### src/rtl/cpu_pkg.sv
// Shared definitions for the pipeline's memory-side blocks: arbiter FSM
// encoding, grant identifiers and the default memory latency.
package cpu_pkg;

    localparam int ARB_LATENCY = 2;

    typedef enum logic [1:0] {
        IDLE = 2'd0,
        BUSY = 2'd1,
        DONE = 2'd2
    } arb_state_t;

    typedef enum logic {
        GNT_I = 1'b0,
        GNT_D = 1'b1
    } grant_t;

endpackage

### src/rtl/mem_lat_counter.sv
// Loadable down-counter that times one memory access; zero marks the final
// access cycle.
module mem_lat_counter #(
    parameter int W = 2
) (
    input  logic         clk,
    input  logic         rst_n,
    input  logic         load,
    input  logic [W-1:0] load_val,
    input  logic         dec,
    output logic [W-1:0] cnt,
    output logic         zero
);

    always_ff @(posedge clk) begin
        if (!rst_n) begin
            cnt <= '0;
        end else if (load) begin
            cnt <= load_val;
        end else if (dec && (cnt != '0)) begin
            cnt <= cnt - 1'b1;
        end
    end

    assign zero = (cnt == '0);

endmodule

### src/rtl/mem_arbiter.sv
// Unified-memory arbiter: shares one fixed-latency memory between the fetch
// port and the data port, and raises the pipeline stall while either waits.
//
// Handshake: each port holds its request level until a one-cycle ready pulse;
// rdata is valid only in that ready cycle. Address/data are latched at grant.
module mem_arbiter
    import cpu_pkg::*;
#(
    parameter int LATENCY = ARB_LATENCY,
    parameter int AW      = 16,
    parameter int DW      = 16
) (
    input  logic          clk,
    input  logic          rst_n,
    input  logic          if_req,
    input  logic [AW-1:0] if_addr,
    output logic [DW-1:0] if_rdata,
    output logic          if_ready,
    input  logic          d_rd,
    input  logic          d_wr,
    input  logic [AW-1:0] d_addr,
    input  logic [DW-1:0] d_wdata,
    output logic [DW-1:0] d_rdata,
    output logic          d_ready,
    output logic          stall,
    output logic          mem_en,
    output logic          mem_we,
    output logic [AW-1:0] mem_addr,
    output logic [DW-1:0] mem_wdata,
    input  logic [DW-1:0] mem_rdata,
    output logic [1:0]    dbg_state
);

    localparam int CW = $clog2(LATENCY) + 1;
    localparam logic [CW-1:0] CNT_LOAD = CW'(LATENCY - 1);

    arb_state_t    state;
    grant_t        grant;
    logic          fair;
    logic [CW-1:0] cnt;
    logic          cnt_zero;

    logic d_req;
    logic served_i, served_d;
    logic i_elig, d_elig;
    logic can_arb;
    logic pick_i, pick_d;
    logic do_grant;

    assign d_req = d_rd | d_wr;

    // The port served in DONE still holds its request this cycle; skip it.
    always_comb begin
        served_i = (state == DONE) && (grant == GNT_I);
        served_d = (state == DONE) && (grant == GNT_D);
        i_elig   = if_req & ~served_i;
        d_elig   = d_req & ~served_d;
        can_arb  = (state == IDLE) || (state == DONE);
        pick_i   = i_elig & (fair | ~d_elig);
        pick_d   = d_elig & ~pick_i;
        do_grant = can_arb & (pick_i | pick_d);
    end

    mem_lat_counter #(
        .W (CW)
    ) u_lat_counter (
        .clk      (clk),
        .rst_n    (rst_n),
        .load     (do_grant),
        .load_val (CNT_LOAD),
        .dec      (state == BUSY),
        .cnt      (cnt),
        .zero     (cnt_zero)
    );

    always_ff @(posedge clk) begin
        if (!rst_n) begin
            state     <= IDLE;
            grant     <= GNT_I;
            fair      <= 1'b0;
            mem_en    <= 1'b0;
            mem_we    <= 1'b0;
            mem_addr  <= '0;
            mem_wdata <= '0;
            if_rdata  <= '0;
            d_rdata   <= '0;
            if_ready  <= 1'b0;
            d_ready   <= 1'b0;
        end else begin
            if_ready <= 1'b0;
            d_ready  <= 1'b0;
            case (state)
                IDLE, DONE: begin
                    if (do_grant) begin
                        state  <= BUSY;
                        mem_en <= 1'b1;
                        if (pick_d) begin
                            grant     <= GNT_D;
                            mem_addr  <= d_addr;
                            mem_wdata <= d_wdata;
                            mem_we    <= d_wr;
                            // A fetch that was eligible but lost gets the next grant.
                            fair      <= fair | i_elig;
                        end else begin
                            grant    <= GNT_I;
                            mem_addr <= if_addr;
                            mem_we   <= 1'b0;
                            fair     <= 1'b0;
                        end
                    end else begin
                        state <= IDLE;
                    end
                end
                BUSY: begin
                    if (cnt_zero) begin
                        state  <= DONE;
                        mem_en <= 1'b0;
                        mem_we <= 1'b0;
                        if (grant == GNT_I) begin
                            if_rdata <= mem_rdata;
                            if_ready <= 1'b1;
                        end else begin
                            if (!mem_we) begin
                                d_rdata <= mem_rdata;
                            end
                            d_ready <= 1'b1;
                        end
                    end
                end
                default: begin
                    state <= IDLE;
                end
            endcase
        end
    end

    assign stall = rst_n & ((if_req & ~if_ready) | (d_req & ~d_ready));

    assign dbg_state = state;

endmodule

### config.mk
export PLATFORM = sky130hd
export DESIGN_NAME = mem_arbiter
export DESIGN_NICKNAME = d
export VERILOG_FILES = /design/src/rtl/cpu_pkg.sv /design/src/rtl/mem_lat_counter.sv /design/src/rtl/mem_arbiter.sv
export SDC_FILE = /design/constraint.sdc
export NUM_CORES = 1
export LEC_CHECK = 0
export ABC_AREA = 1
export CAP_MARGIN = 20
export CORE_AREA = 2 2 97 99
export CTS_CLUSTER_DIAMETER = 120
export CTS_CLUSTER_SIZE = 40
export DETAILED_ROUTE_END_ITERATION = 10
export DIE_AREA = 0 0 99 101
export GPL_TIMING_DRIVEN = 0
export MAX_ROUTING_LAYER = met4
export PLACE_DENSITY_LB_ADDON = 0.15
export SLEW_MARGIN = 20
export SYNTH_ARGS = -nofsm -noshare
export SYNTH_HDL_FRONTEND = slang
export SYNTH_SLANG_ARGS = --single-unit
### constraint.sdc
create_clock -name clk -period 1.9 [get_ports clk]
set_input_delay 0.38 -clock clk [delete_from_list [all_inputs] [get_ports clk]]
set_output_delay 0.38 -clock clk [all_outputs]
set_load 0.02 [all_outputs]
* After elaboration in Yosys (flattened, before gate mapping)
Index checks and enable logic that the tools add are counted.
Word-level totals: ROM bits 0, memory bits (writable) 0, latch bits 0, memories kept 0, register bits 74, output and inout port bits 71
Cells by class: eq/ne operators 4, divide/modulo/power cells 0, mux-type cells 16, bitwise logic cells 22, order comparisons 0, shift-type cells 0, multiply operators 0, reductions and logical operators 17, $add $sub $neg 1
Operators with widths (number):
- 16-bit two-way mux | 1
- 3-bit AND reduction | 4
- 1-bit two-way mux | 11
- 1-bit NOT | 9
- 1-bit bitwise AND | 8
- 2-bit nonzero test | 3
- 1-bit bitwise OR | 5
- 2-bit logical NOT | 2
- 2-bit != test, second input constant | 2
- 1-bit one-hot mux with 2 select lines | 2
- 2-bit one-hot mux with 2 select lines | 1
- 4-bit AND reduction | 1
- 2-bit OR reduction | 2
- 1-bit logical AND | 3
- 2-bit by 1-bit == test with 1-bit output, second input constant | 1
- 2-bit == test, second input constant | 1
- 2-bit two-way mux | 1
- 2-bit AND reduction | 1
- 2-bit by 1-bit subtractor with 2-bit output, second input constant | 1
- 1-bit logical OR | 1

* Longest topological paths before layout
depth after elaboration 13, depth in mapped cells 10, depth with buffers taken out 9

* Cells and area by module
Synthesis repeated with hierarchy kept, for this count alone.
Unflattened totals: cells, all modules 426, area, all modules 3069.2 µm²
Modules (own cells, without submodules):
- mem_arbiter | cells each 402, area each 2932.8 µm², times used 1
- mem_lat_counter | cells each 24, area each 136.4 µm², times used 1

* Least setup slack after synthesis
OpenSTA, ideal clock, no wires.
path kind reg-to-reg, start point register state[0], in the netlist dbg_state[0], end point register d_rdata[10], stages on the path, launching flop included 9, path buffers 1, setup time 116 ps, arrival 1369 ps, path slack 415 ps, data required time 1784 ps, cells stage by stage dfxtp_1 -> inv_2 -> nor2_4 -> nand2_4 -> nor3_4 -> inv_2 -> buf_6 -> nor2_1 -> nor2_1
On the way: cells in the longest elaborated chain, start to end 2
Ends and longest elaborated chain:
- start, declared | line mem_arbiter.sv:37 | arb_state_t state;
- start signal, assigned | line mem_arbiter.sv:78 | state <= IDLE;
- start signal, assigned | line mem_arbiter.sv:95 | state <= BUSY;
- start signal, assigned | line mem_arbiter.sv:111 | state <= IDLE;
- 2-bit by 1-bit == test with 1-bit output | line mem_arbiter.sv:92 | case (state)
- 4-bit AND reduction (no line)
- end signal, assigned | line mem_arbiter.sv:124 | d_rdata <= mem_rdata;
- end, declared | line mem_arbiter.sv:23 | output logic [DW-1:0] d_rdata,
Every way passes these cells. A chain may end at the register's enable or synchronous reset.

* Final worst setup path
start point register state[1], in the netlist dbg_state[1], end point output port dbg_state[1]
RTL lines:
- end, declared | line mem_arbiter.sv:31 | output logic [1:0] dbg_state
No word-level cell between the ends.

==> impl_metrics.toml <==
[status]
status = "finished, final reports clean"

[worst_setup_path]
critPathLaunchType = "flip-flop"
path_class = "flip-flop to output port"
crit_path_cell_trace = "clkdlybuf4s50_1"
crit_family = "buffers and inverters"
r2r_end = "if_rdata[7]"
slowest_stage = "clkdlybuf4s50_1"
end_kind = "output port"
crit_path_max_incr_delay_ns = 0.66
worstPathMaxFanout = 4
cp_data_required_time_ns = 1.52
regToRegSetupSlack_ns = 0.29
crit_buf_inv = 1
reg2reg_depth = 8
r2r-start = "u_lat_counter.cnt[0]"
arrival_ns = 1.45

[logic_synthesis]
synth.top_cell.area_share_pct = 48.58
synth_area_leaders = "dfxtp_1 49%, nor2_1 8.2%, nand2_1 7.3%"
synth-edff-count = 0
yosys.cell_types.count = 25
seq_area_frac_synth_pct = 48.58
synth_cells = 409
ys_ff_latch = 74
yosys_warnings = 0
netlist_area_sq_um = 3049
syn-num-nets = 479
yosys.cell_count.top_type = "dfxtp_1"
yosysTopAreaCell = "dfxtp_1"
ys_top_cells_by_count = "74 x dfxtp_1, 67 x nor2_1, 59 x nand2_1"
synth_flop_cell = "dfxtp_1"
post_synth.cell_area_avg_sq_um = 7.455
async_flop_share_pct = 0

[route]
drc_errors = 0
vias = 3147
wl_microns = 9155
drtPass1Iterations = 4
drt-initial-drc-count = 98
wl_per_cell_microns = 13.56
routed_via_density = 4.662
ant_nets = 0

[clock_tree]
cts-htree-levels = 3
cts_made_buffers = 9
clock-root-buffer = "clkbuf_8"
clock_path_buffers = 2
cts_tree = "yes"
clock_latency_ns = 0.35
postCtsSetupRepairBufs = 0
clkTransAtPathRegs_ns = 0.08
cts_sinks = 74

[worst_hold_path]
min_path_type = "primary input to flip-flop"
worstHoldPathCells = 3
worstHoldEndpoint = "if_rdata[8]"
min_from = "rst_n"

[run]
maxCapViolCount = 0

[timing]
min_period_ns = 1.829
timing.final.crit_share_pct = 96.27
hold_viol_final = 0
rsz0062_at_grt = "no"
setup_viol = 0
worst_slack_ns = 0.07086
max_slew_margin_pct = 62.97
worst_pin_slew_ns = 0.5554
fmax_mhz = 546.7
finClkSkew_ns = 0.008986
slew_viol_final = 0

[place]
numPortBuffers = 139
place_congestion = 0.8156
placed_cell_area_sq_um = 4579
post-dp-hpwl_microns = 6567
dpl_worst_slack_ns = -0.8486
dp.cells = 659

[floorplan]
die_h_microns = 101
fp.dieW_microns = 99
start_util_pct = 33.97
ios = 140
die_area_sq_um = 9999
core_sq_um = 8977
row_count = 35

[power_and_ir_drop]
power.total_mw = 4.100
power_density_nw_per_um2 = 857.2
p_leak_nw = 2.057
ir_worst_vdd_mv = 0.4093

[grt]
grt_pass1_wl_microns = 14460
grt_use_total_pct = 18.45
overflow = 0
grt_pass1_vias = 3017
grt_max_degree = 13
antenna_found_initial = 0

[layout]
fill_cells = 860
nets = 629
final_layout_size_suffix_gt1_share_pct = 8.688
final_util_pct = 53.28
syn_to_final_growth_pct = 56.87
antenna_cells = 0
final_cell_area_sq_um = 4783
fin_cells = 675
## how the worst max path moves through the flow
stage / from / to / slack (ns) / depth (start not counted)
final: dbg_state[1] / dbg_state[1] / 0.07 / 1
after global routing: dbg_state[1] / dbg_state[1] / 0.002 / 1
after CTS: d_wr / stall / 0.02 / 6
after detailed placement: rst_n / stall / -0.85 / 5
after global placement: rst_n / stall / -0.82 / 5
after floorplan: dbg_state[0] / d_rdata[10] / 0.41 / 8
## cell type report
class                           instances  area, sq um  share of cell area (%)
Sequential cell                        74         1481                   30.97
Timing Repair Buffer                  139         1388                   29.01
Multi-Input combinational cell        264         1264                   26.42
Inverter                               47        177.7                   3.714
Clock buffer                           12        155.1                   3.244
Tap cell                              111        138.9                   2.903
Buffer                                 24        128.9                   2.694
Clock inverter                          4        50.05                   1.046
## per-layer routing
metal,routed length [microns],up-vias,global-route usage (%)
met4,170,0,7.165
met1,4335,1410,23.96
met3,646,18,4.785
met2,4003,106,27.55
met5,0,-,-
li1,-,1613,-
## kinds of logic after synthesis
logic type,Yosys count,share of synthesized area (%)
buffers and inverters,71,9.971
flip-flops,74,48.58
adder cells (fa/ha/maj),1,0.4103
AND/OR/NAND/NOR,188,28.23
XOR/XNOR,1,0.2873
AO/OA/AOI/OAI,74,12.52
## state kept, by name (all words and copies together), names as in the netlist
register	flops
d_rdata	16
if_rdata	16
mem_addr	16
mem_wdata	16
dbg_state	2
u_lat_counter.cnt	2
d_ready	1
fair	1
grant	1
if_ready	1
mem_en	1
mem_we	1
## power by group
part,switching (mW),internal [mW],leakage (nW)
Clock,0.591,0.677,0.0986
Sequential,0.0777,1.69,0.608
Combinational,0.563,0.501,1.35
Total,1.23,2.87,2.06
## placed cells by master, fill, tap and decap left out, drive strengths merged, types with 2 or more instances in the layout
| master | instances |
|---|---|
| clkdlybuf4s50 | 137 |
| clkinv | 2 |
| nand4 | 17 |
| buf | 15 |
| clkbuf | 22 |
| a21oi | 41 |
| nand2 | 63 |
| clkinvlp | 2 |
| o21ai | 33 |
| inv | 46 |
| dfxtp | 74 |
| nor3 | 3 |
| nor2 | 69 |
| nand3 | 36 |
## through the flow
step / TNS, ns / hold WS [ns]
global placement: -1.294 / 0.4494
finish: 0 / 0.4611
floorplan: 0 / 0.4600
detailed placement: -1.379 / 0.4550
global route: 0 / 0.4746
CTS: 0 / 0.4469
## repair_timing
item,CTS,global route
gates resized for setup,8,1
hold buffers,0,0
endpoints found under the setup margin,1,1
(Power assumes the default switching activity.)
